--- src/rtl/wb_timer_pkg.sv ---
// Shared definitions for the Wishbone timer: register indices, CONTROL layout,
// COMPARE reset value and the byte-lane merge helper.
package timerDef;

    typedef enum logic [2:0] {
        REG_CONTROL  = 3'd0,
        REG_STATUS   = 3'd1,
        REG_COUNT    = 3'd2,
        REG_PRESCALE = 3'd3,
        REG_COMPARE0 = 3'd4,
        REG_COMPARE1 = 3'd5,
        REG_COMPARE2 = 3'd6,
        REG_COMPARE3 = 3'd7
    } timer_reg_t;

    localparam int          CTRL_CHEN_LSB = 0;
    localparam int          CTRL_IEN_LSB  = 4;
    localparam int          CTRL_RUN_BIT  = 8;
    localparam logic [31:0] CTRL_MASK     = 32'h0000_01FF;
    localparam logic [31:0] COMPARE_RESET = 32'hFFFF_FFFF;

    // Replace only the byte lanes selected by sel, keep the rest of old_v.
    function automatic logic [31:0] apply_sel(input logic [31:0] old_v,
                                              input logic [31:0] new_v,
                                              input logic [3:0]  sel);
        logic [31:0] r;
        for (int b = 0; b < 4; b++) begin
            r[8*b +: 8] = sel[b] ? new_v[8*b +: 8] : old_v[8*b +: 8];
        end
        return r;
    endfunction

endpackage

--- src/rtl/wb_timer_if.sv ---
// Wishbone classic bus bundle; dat_m carries master write data, dat_s slave read data.
interface if_wb;
    logic        cyc;
    logic        stb;
    logic        we;
    logic [3:0]  sel;
    logic [31:0] adr;
    logic [31:0] dat_m;
    logic [31:0] dat_s;
    logic        ack;

    modport master (output cyc, stb, we, sel, adr, dat_m, input dat_s, ack);
    modport slave  (input cyc, stb, we, sel, adr, dat_m, output dat_s, ack);
endinterface

--- src/rtl/wb_timer_channel.sv ---
// One compare channel: COMPARE register, sticky match flag and gated interrupt.
module timer_channel
    import timerDef::*;
(
    input  logic        clk_i,
    input  logic        rst_i,
    input  logic        tick_i,
    input  logic [31:0] count_nxt_i,
    input  logic        ch_en_i,
    input  logic        irq_en_i,
    input  logic        cmp_we_i,
    input  logic [31:0] wdata_i,
    input  logic [3:0]  sel_i,
    input  logic        clr_i,
    output logic [31:0] cmp_o,
    output logic        flag_o,
    output logic        irq_o
);

    logic [31:0] cmp_q, cmp_d;
    logic        flag_q, flag_d;
    logic        match;

    // Compare against the registered value so a same-cycle write only counts next cycle.
    assign match  = tick_i && ch_en_i && (count_nxt_i == cmp_q);
    assign cmp_d  = cmp_we_i ? apply_sel(cmp_q, wdata_i, sel_i) : cmp_q;
    assign flag_d = match ? 1'b1 : (clr_i ? 1'b0 : flag_q);

    always_ff @(posedge clk_i or posedge rst_i) begin
        if (rst_i) begin
            cmp_q  <= COMPARE_RESET;
            flag_q <= 1'b0;
        end else begin
            cmp_q  <= cmp_d;
            flag_q <= flag_d;
        end
    end

    assign cmp_o  = cmp_q;
    assign flag_o = flag_q;
    assign irq_o  = flag_q & irq_en_i;

endmodule

--- src/rtl/wb_timer.sv ---
// Wishbone classic timer: free-running 32-bit COUNT with up to four compare channels.
// Define WB_TIMER_PRESCALE_EN to build the programmable prescaler.
module wb_timer
    import timerDef::*;
#(
    parameter int CHANNELS = 4
) (
    input  logic       clk_i,
    input  logic       rst_i,
    if_wb.slave        bus,
    output logic [3:0] interrupts
);

    typedef enum logic {BUS_IDLE, BUS_ACK} bus_state_t;

    bus_state_t  bus_state_q, bus_state_d;
    logic        access;
    logic        wr_en;
    timer_reg_t  reg_idx;
    logic        ctrl_wr, count_wr, status_wr;
    logic [31:0] control_q, control_d;
    logic [31:0] count_q, count_d, count_inc;
    logic [31:0] rdata_q, rdata_d;
    logic [31:0] presc_rd;
    logic        presc_fire;
    logic        run, tick, chan_tick;
    logic [31:0] cmp_w [4];
    logic [3:0]  flag_w;
    logic        unused_adr;

    assign unused_adr = ^{bus.adr[31:5], bus.adr[1:0]};

    always_comb begin
        bus_state_d = bus_state_q;
        access      = 1'b0;
        case (bus_state_q)
            BUS_IDLE: begin
                if (bus.cyc && bus.stb) begin
                    access      = 1'b1;
                    bus_state_d = BUS_ACK;
                end
            end
            BUS_ACK:  bus_state_d = BUS_IDLE;
            default:  bus_state_d = BUS_IDLE;
        endcase
    end

    assign wr_en     = access & bus.we;
    assign reg_idx   = timer_reg_t'(bus.adr[4:2]);
    assign ctrl_wr   = wr_en && (reg_idx == REG_CONTROL);
    assign count_wr  = wr_en && (reg_idx == REG_COUNT);
    assign status_wr = wr_en && (reg_idx == REG_STATUS);

    assign run       = control_q[CTRL_RUN_BIT];
    assign tick      = run & presc_fire;
    assign count_inc = count_q + 32'd1;
    // A COUNT write overrides the increment and suppresses matching for that edge.
    assign chan_tick = tick & ~count_wr;

    assign control_d = ctrl_wr ? (apply_sel(control_q, bus.dat_m, bus.sel) & CTRL_MASK)
                               : control_q;
    assign count_d   = count_wr ? apply_sel(count_q, bus.dat_m, bus.sel)
                                : (tick ? count_inc : count_q);

`ifdef WB_TIMER_PRESCALE_EN
    logic        presc_wr;
    logic [31:0] presc_q, presc_d, pcnt_q, pcnt_d;

    assign presc_wr   = wr_en && (reg_idx == REG_PRESCALE);
    assign presc_d    = presc_wr ? apply_sel(presc_q, bus.dat_m, bus.sel) : presc_q;
    assign presc_fire = (pcnt_q == presc_q);
    assign pcnt_d     = (presc_wr || !run || presc_fire) ? 32'd0 : pcnt_q + 32'd1;
    assign presc_rd   = presc_q;

    always_ff @(posedge clk_i or posedge rst_i) begin
        if (rst_i) begin
            presc_q <= '0;
            pcnt_q  <= '0;
        end else begin
            presc_q <= presc_d;
            pcnt_q  <= pcnt_d;
        end
    end
`else
    assign presc_fire = 1'b1;
    assign presc_rd   = '0;
`endif

    for (genvar n = 0; n < 4; n++) begin : g_ch
        if (n < CHANNELS) begin : g_on
            logic cmp_we, clr;
            assign cmp_we = wr_en && bus.adr[4] && (bus.adr[3:2] == 2'(n));
            assign clr    = status_wr && bus.sel[0] && bus.dat_m[n];

            timer_channel u_ch (
                .clk_i       (clk_i),
                .rst_i       (rst_i),
                .tick_i      (chan_tick),
                .count_nxt_i (count_inc),
                .ch_en_i     (control_q[CTRL_CHEN_LSB + n]),
                .irq_en_i    (control_q[CTRL_IEN_LSB + n]),
                .cmp_we_i    (cmp_we),
                .wdata_i     (bus.dat_m),
                .sel_i       (bus.sel),
                .clr_i       (clr),
                .cmp_o       (cmp_w[n]),
                .flag_o      (flag_w[n]),
                .irq_o       (interrupts[n])
            );
        end else begin : g_off
            assign cmp_w[n]      = '0;
            assign flag_w[n]     = 1'b0;
            assign interrupts[n] = 1'b0;
        end
    end

    // Read data captures pre-update register state on the edge that raises ack.
    always_comb begin
        rdata_d = rdata_q;
        if (access) begin
            case (reg_idx)
                REG_CONTROL:  rdata_d = control_q;
                REG_STATUS:   rdata_d = {28'h0, flag_w};
                REG_COUNT:    rdata_d = count_q;
                REG_PRESCALE: rdata_d = presc_rd;
                default:      rdata_d = cmp_w[bus.adr[3:2]];
            endcase
        end
    end

    always_ff @(posedge clk_i or posedge rst_i) begin
        if (rst_i) begin
            bus_state_q <= BUS_IDLE;
            rdata_q     <= '0;
            control_q   <= '0;
            count_q     <= '0;
        end else begin
            bus_state_q <= bus_state_d;
            rdata_q     <= rdata_d;
            control_q   <= control_d;
            count_q     <= count_d;
        end
    end

    assign bus.ack   = (bus_state_q == BUS_ACK);
    assign bus.dat_s = rdata_q;

endmodule

--- src/flat_wrapper.sv ---
// flat-port wrapper written by rule: the top's interface ports become plain ports
module wb_timer_flat import timerDef::*;
#(
    parameter int CHANNELS = 4
)
  (clk_i, rst_i, interrupts, bus_cyc, bus_stb, bus_we, bus_sel, bus_adr, bus_dat_m, bus_dat_s, bus_ack);
  if_wb bus_i ();
  input  logic clk_i;
  input  logic rst_i;
  output logic [3:0] interrupts;
  input wire logic [$bits(bus_i.cyc)-1:0] bus_cyc;
  input wire logic [$bits(bus_i.stb)-1:0] bus_stb;
  input wire logic [$bits(bus_i.we)-1:0] bus_we;
  input wire logic [$bits(bus_i.sel)-1:0] bus_sel;
  input wire logic [$bits(bus_i.adr)-1:0] bus_adr;
  input wire logic [$bits(bus_i.dat_m)-1:0] bus_dat_m;
  output wire logic [$bits(bus_i.dat_s)-1:0] bus_dat_s;
  output wire logic [$bits(bus_i.ack)-1:0] bus_ack;
  assign bus_i.cyc = bus_cyc;
  assign bus_i.stb = bus_stb;
  assign bus_i.we = bus_we;
  assign bus_i.sel = bus_sel;
  assign bus_i.adr = bus_adr;
  assign bus_i.dat_m = bus_dat_m;
  assign bus_dat_s = bus_i.dat_s;
  assign bus_ack = bus_i.ack;
  wb_timer #(.CHANNELS(CHANNELS)) u_core (.clk_i(clk_i), .rst_i(rst_i), .bus(bus_i), .interrupts(interrupts));
endmodule
--- config.mk ---
export PLATFORM = sky130hd
export DESIGN_NAME = wb_timer_flat
export DESIGN_NICKNAME = d
export VERILOG_FILES = /design/src/rtl/wb_timer_pkg.sv /design/src/rtl/wb_timer_if.sv /design/src/rtl/wb_timer_channel.sv /design/src/rtl/wb_timer.sv /design/src/flat_wrapper.sv
export SDC_FILE = /design/constraint.sdc
export NUM_CORES = 1
export LEC_CHECK = 0
export CAP_MARGIN = 5
export CORE_ASPECT_RATIO = 0.75
export CORE_MARGIN = 2
export CORE_UTILIZATION = 40
export CTS_BUF_LIST = sky130_fd_sc_hd__clkbuf_2
export DETAILED_ROUTE_END_ITERATION = 8
export GPL_TIMING_DRIVEN = 0
export MAX_ROUTING_LAYER = met4
export PLACE_DENSITY = 0.62
export SETUP_SLACK_MARGIN = 0.2
export SLEW_MARGIN = 20
export SYNTH_ARGS = -nofsm -noshare
export SYNTH_HDL_FRONTEND = slang
export SYNTH_HIERARCHICAL = 1
export SYNTH_SLANG_ARGS = --single-unit
--- constraint.sdc ---
create_clock -name clk_i -period 4 [get_ports clk_i]
set_clock_uncertainty 0.1 [all_clocks]
set_input_delay 0.8 -clock clk_i [delete_from_list [all_inputs] [get_ports clk_i]]
set_output_delay 0.8 -clock clk_i [all_outputs]
set_load 0.03 [all_outputs]
==> metrics.md <==
| Metric | Value |
|---|---|
| Status | finished clean |
| CTS H-tree depth | 2 |
| HPWL Detailed | 29500 µm |
| Rows | 54 |
| Max clock buf depth | 3 |
| Top_reg_cell synth | dfstp_2 |
| Ys async rst share | 100% |
| Top Usage Layer GRT | met1 |
| GRT Total Usage | 27.5% |
| Hold/Removal Path Class | reg -> reg |
| Worst-skew pair later-pin latency | 0.87 ns |
| Multi-input logic area | 6170 µm² |
| Critical path startpoint category | flop |
| Post-Syn Instances | 1005 |
| YS warnings | 6 |
| Max Clock Freq | 269 MHz |
| Vias post-DR | 9251 |
| Drt drc | 0 |
| Critical path class | reg -> reg |
| Filler Cell Count | 2791 |
| Setup repair after global routing missed its margin | yes |
| Inserted Clock Buffers | 53 |
| Net count after synthesis | 1079 |
| Die X | 201 µm |
| Detailed-route vias per instance | 5.85 |
| Switching share of power | 39.3% |
| Tcrit/Tclk final | 92.8% |
| Max-slew headroom | 39.6% |
| Net Sw Power | 2.57 mW |
| Gp weighted congestion | 0.974 |
| Initial core utilization | 40.4% |
| Slew @ Worst Pin | 0.906 ns |
| Area growth syn-to-layout | 16.6% |
| GR Overflow Total | 0 |
| Peak supply drop | 0.211 mV |
| Comb power frac | 33.8% |
| # clock sinks | 206 |
| Slew Viols, Final | 0 |
| Die footprint | 30600 µm² |
| Met3 Resource Use GR | 8.49% |
| Pleak | 5.55 nW |
| Vias in the first global route | 9160 |
| Largest net degree at the start of global routing | 39 |
| Met1 Usage GRT | 38.6% |
| Io pins | 110 |
| Placed inst area | 13100 µm² |
| Nets | 1218 |
| Flops & latches, synth | 206 |
| Clock root cell | clkbuf_2 |
| Mean Syn Cell Area | 11.6 µm² |
| Yosys cell types | 60 |
| Commonest cells after routing, fill and taps aside | 141 x mux2_2, 128 x dfstp_2, 90 x nor2_1, 82 x clkbuf_2, 82 x xnor2_1 |
| CP Max Fanout | 9 |
| Global-route met2 utilization | 37.4% |
| Max Cap Viol | 0 |
| Sequential cell area | 5320 µm² |
| Setup crit end kind | flop |
| Power Total | 6.54 mW |
| Crit path time final | 3.71 ns |
| Clock transition at path regs | 0.11 ns |
| Hold Vio Cnt, Final | 0 |
| Number of enable flip-flop cells after synthesis | 0 |
| Final setup fails | 0 |
| Most common library cell in the layout ignoring fill and taps | mux2_2 |
| Power Dens Cells | 480 nW/µm² |
| Initial antenna violation count | 1 |
| Routed WL | 40800 µm |
| Buffers on Ports | 79 |
| DR iter-0 viols | 1019 |
| Share of layout cells above drive strength 1 | 37.6% |
| CTS tree | done |
| Syn Std Cell Area | 11700 µm² |
| First-pass GRT wire length | 60000 µm |
| Hold_ws | 0.404 ns |
| Internal | 3.97 mW |
| Critical Path AT | 4.40 ns |
| Die Y | 152 µm |
| Drt wl/cell | 25.8 µm |
| Post-route setup slack | 0.288 ns |
| Worst Path Required | 4.69 ns |
| Seq/Total Area, Yosys | 45.5% |
| Finished Cell Area | 13600 µm² |
| Core area | 28900 µm² |
| Antenna-violating nets left | 0 |
| Flop pwr share | 42.5% |
| Place WS | -0.338 ns |
| DRT Pass-1 Iters | 5 |
| Clock group share of total power | 23.6% |
metrics by stage:
stage	util [%]	std cells	TNS, ns
after floorplan	-	1005	0
after global placement	44.9	1476	-70.51
after detailed placement	45.3	1481	-16.96
after CTS	47.1	1580	0
after global routing	47.1	1581	0
final	47.1	1581	0
metal layers:
metal | wire, µm | part of all wire, % | vias up
li1 | - | - | 4010
met1 | 18000 | 44 | 4646
met2 | 16900 | 41 | 509
met3 | 4670 | 11 | 86
met4 | 1280 | 3.1 | 0
met5 | 0 | 0 | -
power groups by stage:
stage | Sequential (mW) | Combinational (mW) | Clock, mW
4_1_cts | 2.77 | 2.14 | 1.59
3_5_place_dp | 2.81 | 2.12 | 0
3_3_place_gp | 2.79 | 2.10 | 0
2_1_floorplan | 2.83 | 1.28 | 0
5_1_grt | 2.82 | 2.31 | 1.71
6_report | 2.78 | 2.21 | 1.55
worst max-delay path: stages, from the launching register on:
cell and delay, ns:
dfrtp_1 0.44, ha_1 0.28, nand3_2 0.19, or3_1 0.40
buf_6 0.17, nor2_4 0.23, nand2_1 0.14, xnor2_1 0.46
xor2_1 0.16, nor4_1 0.56, nand4_1 0.24, o31ai_2 0.26
cells by family after synthesis:
kind of cell,count (synthesis),share of synthesized area [%]
XOR/XNOR,159,11.9
AO/OA/AOI/OAI,102,6.90
flip-flops,206,45.5
buffers and inverters,56,2.11
multiplexers,181,20.4
adder cells (fa/ha/maj),1,0.107
AND/OR/NAND/NOR,300,13.1
flip-flops by register name, summed over array words and instances, names as in the netlist:
signal,flops
u_core/bus.ack,1
u_core/g_ch.g_on.u_ch/flag_o,4
u_core/control_q,9
u_core/count_q,32
u_core/g_ch.g_on.u_ch/cmp_o,128
u_core/bus.dat_s,32
repair_timing:
action / CTS / global route
buffers inserted: 0 / 0
hold buffers: 0 / 0
hold endpoints to repair: 0 / 0
gates resized for setup: 3 / 3
setup endpoints to repair: 3 / 4
area by class of cell:
type	count	area share (%)
Tap cell	392	3.60
Inverter	11	0.321
Timing Repair Buffer	84	6.65
Antenna cell	1	0.0184
Clock inverter	18	0.688
Sequential cell	206	39.0
Clock buffer	81	2.97
Multi-Input combinational cell	743	45.3
Buffer	45	1.51
synthesized netlist by cell type, types with 3 or more instances:
library cell | count | area, µm²
nand2_1 | 65 | 244
a211oi_1 | 12 | 90.1
nor3_2 | 3 | 30.0
nand2b_1 | 7 | 43.8
mux2i_1 | 8 | 80.1
or2_2 | 3 | 18.8
nor4_1 | 19 | 119
o211ai_1 | 7 | 52.6
a221oi_1 | 28 | 245
and2_1 | 11 | 68.8
a21oi_1 | 6 | 30.0
buf_1 | 6 | 22.5
nand4_1 | 26 | 163
mux2_2 | 141 | 1590
buf_2 | 16 | 80.1
mux4_2 | 32 | 721
o31ai_2 | 4 | 50.1
inv_1 | 10 | 37.5
or4_1 | 4 | 30.0
nand3_1 | 33 | 165
o21ai_0 | 12 | 60.1
dfrtp_1 | 78 | 1950
clkbuf_1 | 19 | 71.3
dfstp_2 | 128 | 3360
and3_1 | 13 | 81.3
o22ai_1 | 6 | 37.5
xor2_1 | 76 | 666
nor2_1 | 90 | 338
nor3_1 | 7 | 35.0
xnor2_1 | 83 | 727
a311oi_1 | 10 | 87.6
final timing paths:
| kind | start | end | slack [ns] | cells after the start |
|---|---|---|---|---|
| setup / recovery | u_core/count_q[1] | u_core/g_ch[2].g_on.u_ch/flag_o | 0.29 | 11 |
| min in group asynchronous | rst_i | u_core/g_ch[2].g_on.u_ch/flag_o | 0.41 | 2 |
| hold reg to reg | u_core/bus.dat_s[2] | u_core/bus.dat_s[2] | 0.40 | 2 |
| setup reg to reg | u_core/count_q[1] | u_core/g_ch[2].g_on.u_ch/flag_o | 0.29 | 11 |
| max in group asynchronous | rst_i | u_core/g_ch[3].g_on.u_ch/cmp_o[13] | 2.70 | 3 |
| hold / removal | u_core/bus.dat_s[2] | u_core/bus.dat_s[2] | 0.40 | 2 |
No activity file was read; power rests on OpenSTA's default activity.
